### config.mk
export PLATFORM = sky130hd
export DESIGN_NAME = control_unit
export DESIGN_NICKNAME = d
export VERILOG_FILES = /design/src/rtl/control_unit.sv
export SDC_FILE = /design/constraint.sdc
export NUM_CORES = 1
export LEC_CHECK = 0
export ABC_CLOCK_PERIOD_IN_PS = 6800
export CELL_PAD_IN_SITES_DETAIL_PLACEMENT = 1
export CELL_PAD_IN_SITES_GLOBAL_PLACEMENT = 1
export CORE_ASPECT_RATIO = 0.5
export CORE_UTILIZATION = 33
export CTS_CLUSTER_DIAMETER = 30
export DETAILED_ROUTE_END_ITERATION = 7
export PLACE_DENSITY = 0.95
export SYNTH_ARGS = -nofsm -noshare
export SYNTH_HDL_FRONTEND = slang
export SYNTH_SLANG_ARGS = --single-unit
### constraint.sdc
create_clock -name Clock -period 6.8 [get_ports Clock]
set_clock_uncertainty 0.2 [all_clocks]
set_input_delay 2.04 -clock Clock [delete_from_list [all_inputs] [get_ports Clock]]
set_output_delay 2.04 -clock Clock [all_outputs]
set_load 0.1 [all_outputs]
### src/rtl/control_unit.sv
// Hardwired Mini SRC step sequencer: fetch, decode IR[31:27], and issue per-step
// control strobes, with memory-ready stalls, Stop/halt handling and a retired count.
module control_unit #(
    parameter bit MEM_HANDSHAKE = 1'b1,
    parameter int CNT_W         = 16
) (
    input  logic             Clock,
    input  logic             Clear,
    input  logic [31:0]      IR,
    input  logic             CON_FF,
    input  logic             Mem_Ready,
    input  logic             Stop,
    output logic             Run,
    output logic [CNT_W-1:0] InstrCount,
    output logic             PCout, Zlowout, Zhighout, MDRout, HIout, LOout, InPortout, Cout, BAout,
    output logic             PCin, IRin, MARin, MDRin, Yin, Zin, HIin, LOin, CONin, OutPortIn, RAin, Rin,
    output logic             Gra, Grb, Grc, Rout,
    output logic             Read, Write, IncPC,
    output logic [12:0]      AluOp
);

    typedef enum logic [3:0] {
        S_RESET, S_F0, S_F1, S_F2, S_T3, S_T4, S_T5, S_T6, S_T7, S_HALT, S_STOPPED
    } state_t;

    localparam logic [4:0] OP_LD   = 5'b00000, OP_LDI  = 5'b00001, OP_ST   = 5'b00010,
                           OP_ADD  = 5'b00011, OP_SUB  = 5'b00100, OP_AND  = 5'b00101,
                           OP_OR   = 5'b00110, OP_SHR  = 5'b00111, OP_SHRA = 5'b01000,
                           OP_SHL  = 5'b01001, OP_ROR  = 5'b01010, OP_ROL  = 5'b01011,
                           OP_ADDI = 5'b01100, OP_ANDI = 5'b01101, OP_ORI  = 5'b01110,
                           OP_DIV  = 5'b01111, OP_MUL  = 5'b10000, OP_NEG  = 5'b10001,
                           OP_NOT  = 5'b10010, OP_BR   = 5'b10011, OP_JAL  = 5'b10100,
                           OP_JR   = 5'b10101, OP_IN   = 5'b10110, OP_OUT  = 5'b10111,
                           OP_MFLO = 5'b11000, OP_MFHI = 5'b11001, OP_HALT = 5'b11011;

    state_t           state, last_step, next_t;
    logic [4:0]       opcode;
    logic [CNT_W-1:0] count;
    logic             mem_state, stall, final_step;
    logic             is_alu3, is_imm, is_mem, is_unary, is_muldiv;
    logic [12:0]      alu;
    logic             unused_ir;

    assign unused_ir = ^IR[26:0];

    function automatic logic [12:0] alu_code(input logic [4:0] op);
        case (op)
            OP_ADD, OP_ADDI, OP_LD, OP_LDI, OP_ST, OP_BR: alu_code = 13'h0004;
            OP_SUB:          alu_code = 13'h0008;
            OP_AND, OP_ANDI: alu_code = 13'h0001;
            OP_OR, OP_ORI:   alu_code = 13'h0002;
            OP_MUL:          alu_code = 13'h0010;
            OP_DIV:          alu_code = 13'h0020;
            OP_SHR:          alu_code = 13'h0040;
            OP_SHRA:         alu_code = 13'h0080;
            OP_SHL:          alu_code = 13'h0100;
            OP_ROR:          alu_code = 13'h0200;
            OP_ROL:          alu_code = 13'h0400;
            OP_NEG:          alu_code = 13'h0800;
            OP_NOT:          alu_code = 13'h1000;
            default:         alu_code = 13'h0000;
        endcase
    endfunction

    assign is_alu3   = (opcode >= OP_ADD) && (opcode <= OP_ROL);
    assign is_imm    = (opcode == OP_ADDI) || (opcode == OP_ANDI) || (opcode == OP_ORI);
    assign is_mem    = (opcode == OP_LD) || (opcode == OP_LDI) || (opcode == OP_ST);
    assign is_unary  = (opcode == OP_NEG) || (opcode == OP_NOT);
    assign is_muldiv = (opcode == OP_MUL) || (opcode == OP_DIV);
    assign alu       = alu_code(opcode);

    // Instruction length and the memory stall condition, both keyed off the latched opcode.
    always_comb begin
        last_step = S_T3;
        if (opcode == OP_LD)
            last_step = S_T7;
        else if (opcode == OP_ST || opcode == OP_BR || is_muldiv)
            last_step = S_T6;
        else if (is_alu3 || is_imm || opcode == OP_LDI)
            last_step = S_T5;
        else if (is_unary || opcode == OP_JAL)
            last_step = S_T4;

        case (state)
            S_T3:    next_t = S_T4;
            S_T4:    next_t = S_T5;
            S_T5:    next_t = S_T6;
            S_T6:    next_t = S_T7;
            default: next_t = S_F0;
        endcase

        mem_state  = (state == S_F1) || (state == S_T6 && (opcode == OP_LD || opcode == OP_ST));
        stall      = MEM_HANDSHAKE && mem_state && !Mem_Ready;
        final_step = (state == last_step);
    end

    always_ff @(posedge Clock or negedge Clear) begin
        if (!Clear) begin
            state  <= S_RESET;
            opcode <= '0;
            count  <= '0;
        end else begin
            case (state)
                S_RESET: state <= Stop ? S_STOPPED : S_F0;
                S_F0:    state <= S_F1;
                S_F1:    if (!stall) state <= S_F2;
                S_F2: begin
                    state  <= S_T3;
                    opcode <= IR[31:27];
                end
                S_T3, S_T4, S_T5, S_T6, S_T7: begin
                    if (!stall) begin
                        if (final_step) begin
                            if (count != '1) count <= count + CNT_W'(1);
                            if (opcode == OP_HALT)
                                state <= S_HALT;
                            else if (Stop)
                                state <= S_STOPPED;
                            else
                                state <= S_F0;
                        end else begin
                            state <= next_t;
                        end
                    end
                end
                S_STOPPED: if (!Stop) state <= S_F0;
                default:   state <= state;
            endcase
        end
    end

    assign Run        = (state != S_RESET) && (state != S_HALT) && (state != S_STOPPED);
    assign InstrCount = count;

    always_comb begin
        {PCout, Zlowout, Zhighout, MDRout, HIout, LOout, InPortout, Cout, BAout} = '0;
        {PCin, IRin, MARin, MDRin, Yin, Zin, HIin, LOin, CONin, OutPortIn, RAin, Rin} = '0;
        {Gra, Grb, Grc, Rout, Read, Write, IncPC} = '0;
        AluOp = '0;
        case (state)
            S_F0: {PCout, MARin, IncPC, Zin} = '1;
            S_F1: {Zlowout, PCin, Read, MDRin} = '1;
            S_F2: {MDRout, IRin} = '1;
            S_T3: begin
                if (is_alu3 || is_imm) {Grb, Rout, Yin} = '1;
                else if (is_unary) begin
                    {Grb, Rout, Zin} = '1;
                    AluOp = alu;
                end
                else if (is_mem) {Grb, BAout, Yin} = '1;
                else if (is_muldiv) {Gra, Rout, Yin} = '1;
                else begin
                    case (opcode)
                        OP_BR:   {Gra, Rout, CONin} = '1;
                        OP_JR:   {Gra, Rout, PCin} = '1;
                        OP_JAL:  {PCout, RAin, Rin} = '1;
                        OP_MFHI: {Gra, Rin, HIout} = '1;
                        OP_MFLO: {Gra, Rin, LOout} = '1;
                        OP_IN:   {Gra, Rin, InPortout} = '1;
                        OP_OUT:  {Gra, Rout, OutPortIn} = '1;
                        default: ;
                    endcase
                end
            end
            S_T4: begin
                if (is_alu3) begin
                    {Grc, Rout, Zin} = '1;
                    AluOp = alu;
                end else if (is_imm || is_mem) begin
                    {Cout, Zin} = '1;
                    AluOp = alu;
                end else if (is_muldiv) begin
                    {Grb, Rout, Zin} = '1;
                    AluOp = alu;
                end
                else if (is_unary) {Zlowout, Gra, Rin} = '1;
                else if (opcode == OP_BR) {PCout, Yin} = '1;
                else if (opcode == OP_JAL) {Gra, Rout, PCin} = '1;
            end
            S_T5: begin
                if (is_alu3 || is_imm || opcode == OP_LDI) {Zlowout, Gra, Rin} = '1;
                else if (is_mem) {Zlowout, MARin} = '1;
                else if (is_muldiv) {Zlowout, LOin} = '1;
                else if (opcode == OP_BR) begin
                    {Cout, Zin} = '1;
                    AluOp = alu;
                end
            end
            S_T6: begin
                if (opcode == OP_LD) {Read, MDRin} = '1;
                else if (opcode == OP_ST) {Gra, Rout, Write} = '1;
                else if (is_muldiv) {Zhighout, HIin} = '1;
                else if (opcode == OP_BR) begin
                    Zlowout = 1'b1;
                    PCin    = CON_FF;
                end
            end
            S_T7: if (opcode == OP_LD) {MDRout, Gra, Rin} = '1;
            default: ;
        endcase
    end

endmodule
# Yosys cells after proc, flatten, opt, wreduce, memory -nomap -nowiden
# Memories as Yosys holds them, arrays and structs flattened.
# Cells that the tools add are included.
[totals]
regBits = 25
out_inout_bits = 58
n_memories = 1
input_bits = 37
word_cells = 223
mem_bits_ro = 416
[memory_table]
columns = ["name", "words", "word_bits", "rd", "rd_ports_with_merged_regs", "wr", "line_no", "rtl"]
rows = [
  ["(no name shown)", 32, 13, 1, 0, 0, "47", "case (op)"],
]
[classes]
eq_ne = 33
reduce_logical = 30
magnitude_cmp = 2
n_mux = 152
n_addsub = 1
n_bitwise = 1
[op_table]
columns = ["operator", "count"]
rows = [
  ["1-bit two-way mux", 118],
  ["13-bit two-way mux", 9],
  ["5-bit equality test (second input constant)", 11],
  ["13-bit one-hot mux with 3 select lines", 1],
  ["4-bit two-way mux", 7],
  ["4-bit one-hot mux with 6 select lines", 1],
  ["5-bit by 4-bit equality test with 1-bit output (second input constant)", 4],
  ["16-bit by 1-bit adder with 16-bit output (second input constant)", 1],
  ["4-bit by 3-bit equality test with 1-bit output (second input constant)", 4],
  ["16-bit != test (second input constant)", 1],
  ["1-bit one-hot mux with 4 select lines", 4],
  ["4-bit one-hot mux with 4 select lines", 1],
  ["1-bit logical OR", 14],
  ["1-bit one-hot mux with 2 select lines", 6],
  ["4-bit by 2-bit equality test with 1-bit output (second input constant)", 2],
  ["4-bit equality test (second input constant)", 2],
  ["4-bit != test (second input constant)", 2],
  ["4-bit AND reduction", 2],
  ["2-bit != test (second input constant)", 3],
  ["1-bit one-hot mux with 3 select lines", 2],
  ["6-bit nonzero test", 1],
  ["6-bit OR reduction", 1],
  ["5-bit by 1-bit equality test with 1-bit output (second input constant)", 1],
  ["5-bit by 2-bit equality test with 1-bit output (second input constant)", 1],
  ["other kinds (15)", 20],
]

# Logic depth before layout (Yosys ltp)
[depth]
word_depth = 12
depth_mapped = 9
ltp_nobuf = 6

# Worst setup path after synthesis
# No wires, ideal clock.
[synth_timing]
kind = "register to output"
startpoint = "register state[2]"
endpoint = "output Rout"
path_stages_with_launch = 7
n_path_buf = 1
required_time_ps = 4560
arrival_time_ps = 5180
setup_slack_ps = -620
path_cell_list = "dfrtp_1 clkbuf_1 inv_1 nor2_1 nand3_1 nor4_1 or4_1"
[synth_between]
elab_chain_cells = 2
elab_cells_between_ends = 4
classes_between = "eq/ne (3); mux (1)"
[synth_lines]
columns = ["element", "line_no", "rtl"]
rows = [
  ["start, declared", "36", "state_t state, last_step, next_t;"],
  ["start signal, assigned", "104", "S_RESET: state <= Stop ? S_STOPPED : S_F0;"],
  ["start signal, assigned", "122", "state <= next_t;"],
  ["start signal, assigned", "127", "default: state <= state;"],
  ["4-bit by 3-bit equality test with 1-bit output", "140", "case (state)"],
  ["1-bit one-hot mux with 3 select lines *", "140", ""],
  ["end, declared", "17", "output logic Gra, Grb, Grc, Rout,"],
]
# Every way passes the cells marked *; elsewhere a longest branch is shown, timed or not.

# Worst setup path in the final report
[layout_timing]
startpoint = "register opcode[2]"
endpoint = "output AluOp[2]"
[layout_between]
elab_chain_cells = 7
elab_cells_between_ends = 34
classes_between = "order compare (2); eq/ne (10); mux (10); reduce/logical (11); memory (1)"
[layout_lines]
columns = ["element", "line_no", "rtl"]
rows = [
  ["start, declared", "37", "logic [4:0] opcode;"],
  ["start signal, assigned", "109", "opcode <= IR[31:27];"],
  ["branches (longest 6 deep; another with memory 32 x 13 bit)", "-", ""],
  ["13-bit one-hot mux with 3 select lines *", "140", ""],
  ["end, declared", "19", "output logic [12:0] AluOp"],
]
# Mark *: on every way between the ends.

==> results by group <==
Route
  • Detailed Route WL: between 7 and 8 mm
  • Initial DRC Count: 161
  • DR WL/cell: 16.8 microns
  • Post-route ant nets: 0
  • DRT Pass-1 Iters: 4
  • Vias: 2639
  • Drt drc: 0
  • Via-to-Cell Ratio: 5.69

Timing
  • Max Fclk: 174 MHz
  • Final Slew Violations: 0
  • Final hold violation count: 0
  • Final worst slack: between 1 and 1.5 ns
  • Worst hold slack: 0.294 ns
  • Final period util: 0.845
  • Actual slew at the worst max-slew pin: slightly below 1 ns
  • RSZ-0062 raised after global routing: false
  • Fin Setup TNS: 0 ns
  • Worst rel slew slack: 0.341
  • Setup violations, final: 0
  • Clock period minus worst slack: 5.75 ns

Logic synthesis
  • Ys flop type: dfrtp_1
  • Post-synthesis xor/xnor area fraction: 0.0669
  • Number of enable flip-flop cells after synthesis: 0
  • Post-Synth Simple-Gate Area: 0.359
  • Synth async-reset ratio: 1.00
  • Yosys cell types: 57
  • Synth warn: 0
  • Syn_area_per_cell: 7.34 sq um
  • Post-Syn Area: 2360 sq um
  • Sequential fraction of the synthesis area: 0.266
  • Post-synthesis instance total: 321
  • Seq cells post-synth: 25
  • Post-synthesis mux area share: 0.0186
  • Synth Area in Adders: 0.00531
  • Syn nets: ~360
  • Compound-Gate Fraction of Synth Area: 0.204
  • Largest family of logic cells by synthesized area: simple AND/OR/NAND/NOR gates

Worst setup path
  • CP max-delay cell: clkdlybuf4s50_1
  • WS Path Type: reg2out
  • Startpoint Class: flip-flop
  • Crit path top cell by count: nor2_1
  • Worst stage delay on the critical path: 1.13 ns
  • Arr. time, crit path: 3.51 ns
  • Crit path buf inv count: 2
  • Crit end category: primary output
  • Cell Chain, Critical Path: buf_4 -> or3b_2 -> nor2_1 -> a21oi_1 -> o22ai_1 -> nand2_1 -> nor2_1 -> clkdlybuf4s50_1
  • Critical path peak fanout: 15
  • Critical path required time: 4.56 ns
  • Top Family by Delay on Critical Path: buffers and inverters

Clock network
  • Resize count post-CTS: 0
  • Root buffer cell: clkbuf_16
  • Clk pin slew, worst setup/hold paths: ~0.060 ns
  • Clock sink count: 25
  • CTS H-tree depth: 1
  • Max clock buf depth: 2
  • Clock Latency Late Sink: 0.26 ns
  • Hold buffer count at cts: 0
  • TritonCTS clock tree: built
  • Postcts setup bufs: 0
  • TritonCTS Buffers: 3

Cells and area
  • Commonest non-fill, non-tap cells in the layout: clkdlybuf4s50_1, nor2_1, nand2_1
  • Layout cells sized above 1: 0.0887
  • Nets: 411
  • Post-Route Utilization: 0.462
  • Post-route cell area: approximately 3100 sq um
  • Layout Cells excl Fill: 464
  • Commonest non-fill, non-tap cell in the layout: clkdlybuf4s50_1
  • Antenna diodes: 0
  • Area delta synth->final: 32.9%

Pwr
  • Sw Share: 0.194
  • Clk pwr share: 0.452
  • Share of power burned in registers: 0.512
  • VDD IR max: 0.109 mV
  • Combinational share of power: 0.036
  • Leakage: 1.21 nW
  • Cell Pwr Density: 92.8 nW/um^2
  • Psw: around 0.056 mW
  • Post-route total power: 0.290 mW
  • Internal power of the cells: 0.234 mW

Global route
  • Pin count of the biggest net entering global routing: 28
  • Number of global-route vias before repair: roughly 2.4k
  • Initial antenna violation count: 0
  • First-pass GRT wire length: 12.5 mm
  • Gr ovfl total: 0
  • All-Layer GR Usage: 0.211

Floorplanning
  • Die height: 61.7 microns
  • Initial core utilization: 0.348
  • Die W: 121 microns
  • Core box area: 6780 sq um
  • I/O Pins: 95
  • Die footprint: ~7500 sq um
  • Rows: 21

Place
  • DP Area: 3050 sq um
  • HPWL Detailed: 5.71 mm
  • Routability cong.: about 0.9
  • DP Worst Slack: roughly 1.4 ns
  • Placed Cells: 460
  • Port Buffer Count: 67

Min path
  • Hold Path Class: reg2reg

Status
  • Status: finished, final reports clean

Flow run
  • Max-cap violation count: 0
## logic make-up after synthesis
kind of cell	after synthesis
and+or+nand+nor	161
buffers and inverters	37
xor gates and xnor gates	18
AOI/OAI and AO/OA	75
DFF	25
muxes	4
adders and majority gates	1
## final timing paths
kind,start,depth (start not counted),end,slack (ns)
worst min-delay path,InstrCount[5]$_DFFE_PN0P_,1,InstrCount[5]$_DFFE_PN0P_,0.29
worst min register to register,InstrCount[5]$_DFFE_PN0P_,1,InstrCount[5]$_DFFE_PN0P_,0.29
min in group asynchronous,Clear,2,InstrCount[3]$_DFFE_PN0P_,1.95
worst max register to register,state[1]$_DFFE_PN0P_,7,InstrCount[3]$_DFFE_PN0P_,3.77
worst max-delay path,opcode[2]$_DFFE_PN0P_,8,AluOp[2],1.05
max in group asynchronous,Clear,2,state[3]$_DFFE_PN0P_,4.20
## final cells by class
class / count / area [sq um]
Inverter: 10 / 37.5
Tap cell: 92 / 115
Fill cell: 859 / 3650
Timing Repair Buffer: 74 / 721
Clock buffer: 4 / 78.8
Multi-Input combinational cell: 259 / 1550
Sequential cell: 25 / 626
## worst reg2reg max path, cell delays in order (launching register included)
cell and delay, ns:
dfrtp_1 0.90, xnor2_1 0.20, o22ai_1 0.11, a222oi_1 0.42
o2111ai_2 0.19, buf_4 0.26, nor3_1 0.40, xor2_1 0.26
## power groups by stage
stage                     Combinational [mW]  Clock [mW]  Sequential (mW)
final                                 0.0104       0.131            0.149
after global routing                  0.0121       0.140            0.149
after CTS                             0.0108       0.136            0.149
after detailed placement              0.0108           0            0.151
after global placement                0.0105           0            0.151
after floorplan                      0.00108           0            0.152
## synthesized netlist by cell type (2+ instances only)
cell type	instances	share of area
nor4_1	3	0.0080
xnor2_1	3	0.011
buf_1	3	0.0048
and3_1	2	0.0053
nor2_1	38	0.061
nand3_1	16	0.034
o21a_1	3	0.0096
nor2b_1	5	0.013
xor2_1	15	0.056
nor4_2	7	0.037
nand2_1	38	0.061
a31oi_1	4	0.011
a21o_1	2	0.0064
nand4_1	8	0.021
o21ai_0	20	0.042
o2111ai_1	2	0.0074
buf_6	4	0.019
buf_4	4	0.013
a21oi_1	20	0.042
clkbuf_1	11	0.018
inv_2	2	0.0032
nand2b_1	7	0.019
inv_1	8	0.013
or3_1	2	0.0053
mux2_2	3	0.014
buf_2	5	0.011
a221o_1	2	0.0085
dfrtp_1	25	0.27
nor3_1	22	0.047
o22ai_1	7	0.019
or2_2	3	0.0080
a41oi_1	2	0.0074
## registers in the layout, summed over array words and instances, names as in the netlist
| register | flops |
|---|---|
| InstrCount | 16 |
| opcode | 5 |
| state | 4 |
## metal layers
layer | vias up | wire [microns] | track usage
li1 | 1252 | - | -
met1 | 1299 | 3680 | 0.287
met2 | 84 | 3700 | 0.379
met3 | 4 | 389 | 0.0201
met4 | 0 | 46 | 0.0317
met5 | - | 0 | 0
No activity file was read; power rests on OpenSTA's default activity.
